`config.mk`:
```
export PLATFORM = sky130hd
export DESIGN_NAME = mips_run_ctrl
export DESIGN_NICKNAME = d
export VERILOG_FILES = /design/src/rtl/mips_run_ctrl_pkg.sv /design/src/rtl/mips_sat_counter.sv /design/src/rtl/mips_run_ctrl.sv
export SDC_FILE = /design/constraint.sdc
export NUM_CORES = 1
export LEC_CHECK = 0
export CORE_ASPECT_RATIO = 2
export CORE_MARGIN = 4
export CORE_UTILIZATION = 33
export CTS_CLUSTER_SIZE = 14
export DETAILED_ROUTE_END_ITERATION = 10
export PLACE_DENSITY = 0.88
export RECOVER_POWER = 25
export SYNTH_ARGS = -nofsm -noshare
export SYNTH_HDL_FRONTEND = slang
export SYNTH_SLANG_ARGS = --single-unit
```
`constraint.sdc`:
```
create_clock -name clk -period 4.15 [get_ports clk]
set_input_delay 1.245 -clock clk [delete_from_list [all_inputs] [get_ports clk]]
set_output_delay 1.245 -clock clk [all_outputs]
set_load 0.01 [all_outputs]
```
`src/rtl/mips_run_ctrl_pkg.sv`:
```
// mips_run_ctrl_pkg
//   Shared definitions for the MIPS run-control block:
//   - 3-bit FSM state encodings (IDLE..STEP) and the matching enum type
//   - default pipeline drain length
//   - lowest_set_idx(): index of the lowest set bit in a breakpoint match vector
package mips_run_ctrl_pkg;

  localparam logic [2:0] ST_IDLE   = 3'd0;
  localparam logic [2:0] ST_RUN    = 3'd1;
  localparam logic [2:0] ST_DRAIN  = 3'd2;
  localparam logic [2:0] ST_HALTED = 3'd3;
  localparam logic [2:0] ST_STEP   = 3'd4;

  typedef enum logic [2:0] {
    S_IDLE   = ST_IDLE,
    S_RUN    = ST_RUN,
    S_DRAIN  = ST_DRAIN,
    S_HALTED = ST_HALTED,
    S_STEP   = ST_STEP
  } run_state_e;

  // Five-stage pipe: the last fetched instruction needs four more cycles to reach WB.
  localparam int DEFAULT_DRAIN_CYCLES = 4;

  // Upper bound on breakpoint comparators; brk_idx is 3 bits wide.
  localparam int MAX_BRK = 8;

  // Lowest set bit wins so that comparator priority is deterministic.
  function automatic logic [2:0] lowest_set_idx(input logic [MAX_BRK-1:0] v);
    lowest_set_idx = 3'd0;
    for (int i = MAX_BRK - 1; i >= 0; i--) begin
      if (v[i]) lowest_set_idx = 3'(i);
    end
  endfunction

endpackage

```
`src/rtl/mips_sat_counter.sv`:
```
// mips_sat_counter
//   Saturating up-counter, cleared only by reset.
//   Ports:
//     clk   - clock, rising edge
//     reset - synchronous active-high clear
//     inc   - add one this cycle (ignored once the count is all-ones)
//     count - registered count value
module mips_sat_counter #(
  parameter int W = 32
) (
  input  logic         clk,
  input  logic         reset,
  input  logic         inc,
  output logic [W-1:0] count
);

  logic [W-1:0] count_d;
  logic [W-1:0] count_q;

  // Hold at all-ones instead of wrapping so long runs never read back as small values.
  always_comb begin
    count_d = count_q;
    if (inc && (count_q != {W{1'b1}})) count_d = count_q + 1'b1;
  end

  always_ff @(posedge clk) begin
    if (reset) count_q <= '0;
    else       count_q <= count_d;
  end

  assign count = count_q;

endmodule

```
`src/rtl/mips_run_ctrl.sv`:
```
// mips_run_ctrl
//   Run-control for the 5-stage MIPS pipeline: start, orderly halt with pipeline
//   drain, single-step and PC breakpoints. Drives the DataPath fetch/advance
//   enables and an optional pair of performance counters.
//
//   Optional feature macro: MIPS_RUN_CTRL_PERF_EN
//     defined   - cycle_cnt / retire_cnt are saturating counters
//     undefined - no counter flops, both outputs tied to 0
//
//   Ports:
//     clk, reset    - clock, synchronous active-high reset
//     start         - level, begin or resume execution
//     halt_req      - level, request orderly halt
//     step_req      - pulse, execute one instruction while HALTED
//     brk_en        - per-comparator enable
//     brk_addr      - packed breakpoint PCs, slot i = [i*PC_W +: PC_W]
//     if_pc         - PC presented to fetch
//     retire_valid  - an instruction writes back this cycle
//     fetch_en      - allow PC update / IF capture (combinational)
//     pipe_en       - advance pipeline registers
//     flush         - one-cycle clear of pipeline registers
//     halted        - high in HALTED
//     state         - current FSM state
//     brk_hit       - last halt caused by a breakpoint (sticky)
//     brk_idx       - lowest matching comparator index
//     cycle_cnt     - cycles with pipe_en high
//     retire_cnt    - retired instructions
module mips_run_ctrl
  import mips_run_ctrl_pkg::*;
#(
  parameter int PC_W         = 32,
  parameter int N_BRK        = 2,
  parameter int DRAIN_CYCLES = DEFAULT_DRAIN_CYCLES,
  parameter int CNT_W        = 32
) (
  input  logic                  clk,
  input  logic                  reset,
  input  logic                  start,
  input  logic                  halt_req,
  input  logic                  step_req,
  input  logic [N_BRK-1:0]      brk_en,
  input  logic [N_BRK*PC_W-1:0] brk_addr,
  input  logic [PC_W-1:0]       if_pc,
  input  logic                  retire_valid,
  output logic                  fetch_en,
  output logic                  pipe_en,
  output logic                  flush,
  output logic                  halted,
  output logic [2:0]            state,
  output logic                  brk_hit,
  output logic [2:0]            brk_idx,
  output logic [CNT_W-1:0]      cycle_cnt,
  output logic [CNT_W-1:0]      retire_cnt
);

  localparam int DCW = (DRAIN_CYCLES > 1) ? $clog2(DRAIN_CYCLES) : 1;
  localparam logic [DCW-1:0] DRAIN_LOAD = DCW'(DRAIN_CYCLES - 1);

  run_state_e         state_d, state_q;
  logic [DCW-1:0]     drain_cnt_d, drain_cnt_q;
  logic               pipe_en_d, pipe_en_q;
  logic               flush_d, flush_q;
  logic               halted_d, halted_q;
  logic               brk_hit_d, brk_hit_q;
  logic [2:0]         brk_idx_d, brk_idx_q;
  logic               resume_d, resume_q;
  logic [MAX_BRK-1:0] match_vec;
  logic               brk_match;

  // Comparators are live only in RUN, and not on the first cycle after a
  // resume from HALTED, so execution can step off the PC it stopped at.
  always_comb begin
    match_vec = '0;
    for (int i = 0; i < N_BRK; i++) begin
      match_vec[i] = brk_en[i] && (if_pc == brk_addr[i*PC_W +: PC_W]);
    end
    brk_match = (state_q == S_RUN) && !resume_q && (|match_vec);
  end

  // The matching instruction must never be captured, so fetch_en drops in the
  // same cycle the comparator fires rather than a cycle later.
  assign fetch_en = ((state_q == S_RUN) || (state_q == S_STEP)) && !brk_match;

  always_comb begin
    state_d     = state_q;
    drain_cnt_d = drain_cnt_q;
    brk_hit_d   = brk_hit_q;
    brk_idx_d   = brk_idx_q;
    flush_d     = 1'b0;
    resume_d    = 1'b0;

    case (state_q)
      S_IDLE: begin
        if (start) begin
          state_d   = S_RUN;
          flush_d   = 1'b1;
          brk_hit_d = 1'b0;
        end
      end

      S_RUN: begin
        // An explicit halt outranks a breakpoint and reports no breakpoint cause.
        if (halt_req) begin
          state_d     = S_DRAIN;
          drain_cnt_d = DRAIN_LOAD;
          brk_hit_d   = 1'b0;
        end else if (brk_match) begin
          state_d     = S_DRAIN;
          drain_cnt_d = DRAIN_LOAD;
          brk_hit_d   = 1'b1;
          brk_idx_d   = lowest_set_idx(match_vec);
        end
      end

      S_DRAIN: begin
        if (drain_cnt_q == '0) state_d = S_HALTED;
        else                   drain_cnt_d = drain_cnt_q - 1'b1;
      end

      S_HALTED: begin
        // start takes precedence over step; start with halt_req held does nothing.
        if (start) begin
          if (!halt_req) begin
            state_d   = S_RUN;
            resume_d  = 1'b1;
            brk_hit_d = 1'b0;
          end
        end else if (step_req) begin
          state_d   = S_STEP;
          brk_hit_d = 1'b0;
        end
      end

      S_STEP: begin
        state_d     = S_DRAIN;
        drain_cnt_d = DRAIN_LOAD;
      end

      default: state_d = S_IDLE;
    endcase

    // Outputs are decoded from the next state so the registered copies line up
    // with the state register.
    pipe_en_d = (state_d == S_RUN) || (state_d == S_DRAIN) || (state_d == S_STEP);
    halted_d  = (state_d == S_HALTED);
  end

  always_ff @(posedge clk) begin
    if (reset) begin
      state_q     <= S_IDLE;
      drain_cnt_q <= '0;
      pipe_en_q   <= 1'b0;
      flush_q     <= 1'b0;
      halted_q    <= 1'b0;
      brk_hit_q   <= 1'b0;
      brk_idx_q   <= 3'd0;
      resume_q    <= 1'b0;
    end else begin
      state_q     <= state_d;
      drain_cnt_q <= drain_cnt_d;
      pipe_en_q   <= pipe_en_d;
      flush_q     <= flush_d;
      halted_q    <= halted_d;
      brk_hit_q   <= brk_hit_d;
      brk_idx_q   <= brk_idx_d;
      resume_q    <= resume_d;
    end
  end

  assign pipe_en = pipe_en_q;
  assign flush   = flush_q;
  assign halted  = halted_q;
  assign state   = state_q;
  assign brk_hit = brk_hit_q;
  assign brk_idx = brk_idx_q;

`ifdef MIPS_RUN_CTRL_PERF_EN
  // Retirements only count while the pipe advances, so a stalled WB is not double counted.
  mips_sat_counter #(.W(CNT_W)) u_cycle_cnt (
    .clk   (clk),
    .reset (reset),
    .inc   (pipe_en_q),
    .count (cycle_cnt)
  );

  mips_sat_counter #(.W(CNT_W)) u_retire_cnt (
    .clk   (clk),
    .reset (reset),
    .inc   (retire_valid && pipe_en_q),
    .count (retire_cnt)
  );
`else
  logic unused_retire_valid;
  assign unused_retire_valid = retire_valid;
  assign cycle_cnt  = '0;
  assign retire_cnt = '0;
`endif

endmodule
```
==> flow_summary.ini <==
[layout]
syn_to_final_growth_pct = 69.9
num_antenna_cells = 0
final_net_count = 459
fillers = 483
layout-drive-gt1-share = 0.153
seq_area_um2 = 220
multi_input_area_um2 = 1480

[die]
initial_core_util = 0.337
rows = 38
die_h_um = 113
die_w_um = 60.6
io_pins = 179
die_area_um2 = 6870
core-area_um2 = 5420

[sta]
slew_headroom = 0.597
finalMaxSlewViolations = 0
period_needed_ps = 4050
fin_hold_ws_ps = 468
finalHoldViolCount = 0
tightest_slew_ps = 604
worst_clock_skew_ps = 7.03
period_share = 0.976
fmax_mhz = 247
fin_tns_setup_ps = 0
setup_viol = 0

[routing]
drcViolationCount = 0
drt-met1-wl_um = 1650
route.vias.total = 1857
ant_nets = 0
post_drt_wl_per_cell_um = 14.8
highest_layer = met4
dr_wl_met2_um = 3540
wl_met3_um = 687
dr.pass1.iters = 5
drtIter0Drc = 124
viasPerCell = 4.50
routed_wl_um = 6100

[grt]
antenna_found_initial = 0
grt-ovfl-total = 0
grt_usage = 0.162
grt_pass1_vias = 1883
grt_first_pass_wirelength_um = 8340
grt_start_max_net_pins = 18

[worst_setup_path]
endpoint_kind = output pin
path_buf_inv = 2
max_stage_delay_ps = 510
crit_chain = clkdlybuf4s50_1 -> xor2_1 -> nor4_2 -> nand4_1 -> nor3_2 -> or2_1 -> a211oi_2 -> buf_2
cp-start-kind = input pin
worst-path-max-fanout = 2
cp_slowest_cell = clkdlybuf4s50_1
critPathRequiredTime_ps = 2900
startpoint = brk_addr[61]
reg2reg_from = state[2]$_SDFF_PP0_
critPathTopFamily = buffers and inverters
worstPathArrival_ps = 2810
path_class = input pin to output pin

[placement]
io_buffer_count = 111
hpwl_um = 5250
gp_congestion = 0.889

[clocking]
clockRootBuffer = clkbuf_8
cts_buffers = 3
cts_hold_buf = 0
clock_latency_ps = 240
clk_pin_slew_ps = 40
htree_levels = 1
clock-sinks = 11
tritoncts = yes
clock_path_buffers = 2

[logic_synthesis]
avgSynthCellArea_um2 = 8.05
yosys_most_used_dff = dfxtp_1
synthDistinctLibCells = 40
yosysMostFrequentCell = buf_4
syn_area_um2 = 1830
synthCells = 227
yosysWarnings = 0
yosys.area.top_type = xor2_1
yosysTopAreaCellShare = 0.297
synth.yosys.seq_area_share = 0.120
synth_area_leaders = xor2_1 30%, buf_4 27%, dfxtp_1 12%
synthArstFlopShare = 0
synthTopCellsByCount = 66 x buf_4, 62 x xor2_1, 13 x nor4_1
synth-edff-count = 0
ys_ff_latch = 11

[pwr]
p_leak_nw = 1.70
p_per_area_nw_per_um2 = 158
power.total_mw = 0.489
peakVddDrop_mv = 0.217

[run_status]
status = finished clean

[worst_hold_path]
hold_class = register to register
min-delay-start = drain_cnt_q[1]$_SDFFE_PP0P_

[job]
cap_violations = 0
## repair_timing
action | in CTS | in global routing
setup buffers | 7 | 0
pin swaps | 17 | 23
resized for setup | 44 | 63
endpoints found under the setup margin | 1 | 1
endpoints found under the hold margin | 0 | 0
## state kept, by name, summed over array words and instances, names as in the netlist
| name | count |
|---|---|
| state | 3 |
| drain_cnt_q | 2 |
| brk_hit | 1 |
| brk_idx | 1 |
| flush | 1 |
| halted | 1 |
| pipe_en | 1 |
| resume_q | 1 |
## cell usage in the layout, fill, tap and decap left out, types with 3 or more instances in the layout
| cell type | n |
|---|---|
| conb_1 | 66 |
| xor2_1 | 52 |
| dlymetal6s2s_1 | 41 |
| dlygate4sd2_1 | 33 |
| clkdlybuf4s50_1 | 32 |
| buf_4 | 16 |
| dfxtp_1 | 11 |
| xor2_2 | 10 |
| nor4_2 | 10 |
| a21oi_1 | 8 |
| nor2_1 | 6 |
| nand2_1 | 6 |
| nand4_1 | 5 |
| nor3_1 | 5 |
| nand2b_1 | 4 |
| nor3_2 | 4 |
| inv_1 | 3 |
| nor4_1 | 3 |
| clkbuf_8 | 3 |
## cell type report
type,count,area share
clock buffer,4,0.0145
timing repair buffer,127,0.411
inverter,3,0.00363
multi-input combinational,208,0.475
tap,60,0.0242
sequential,11,0.0709
## where the power goes
| group | internal [mW] | switching [mW] |
|---|---|---|
| clock | 0.0674 | 0.0401 |
| combinational | 0.130 | 0.131 |
| sequential | 0.112 | 0.00849 |
## tightest hold or removal path, delay by kind of cell, from the launching register on
kind	cells	cell delay [ps]
AOI/OAI and AO/OA	1	70
DFF	1	290
buffers and inverters	1	60
## worst paths after layout
check / end / slack [ps] / depth (start not counted)
hold / removal: drain_cnt_q[1]$_SDFFE_PP0P_ / 470 / 2
hold reg to reg: drain_cnt_q[1]$_SDFFE_PP0P_ / 470 / 2
setup / recovery: fetch_en / 100 / 8
setup reg to reg: halted$_SDFF_PP0_ / 1790 / 13
## metrics by stage
| stage | std cells | utilization | area [um2] | setup WS [ps] |
|---|---|---|---|---|
| 2_1_floorplan | 292 | - | 2070 | 683 |
| 3_3_place_gp | 402 | 0.518 | 2810 | -466 |
| 3_5_place_dp | 402 | 0.518 | 2810 | -491 |
| 4_1_cts | 413 | 0.532 | 2880 | 11.5 |
| 5_1_grt | 413 | 0.573 | 3110 | -16.0 |
| 6_report | 413 | 0.573 | 3110 | 98.8 |
## cell families (layout without fill, tap and decap cells)
family / Yosys count / count (layout) / synth area share
AND/OR/NAND/NOR: 56 / 56 / 0.191
flip-flops: 11 / 11 / 0.120
AO/OA/AOI/OAI: 21 / 21 / 0.0821
XOR/XNOR: 64 / 64 / 0.307
other: 1 / 66 / 0.00205
adder cells (fa/ha/maj): 1 / 1 / 0.00684
buffers and inverters: 73 / 134 / 0.291
## routing by layer
layer  global-route usage  up-vias
li1                     -      869
met1                0.133      822
met2                0.337      150
met3               0.0217       16
met4               0.0753        0
met5                    0        -
(Power assumes the default switching activity.)
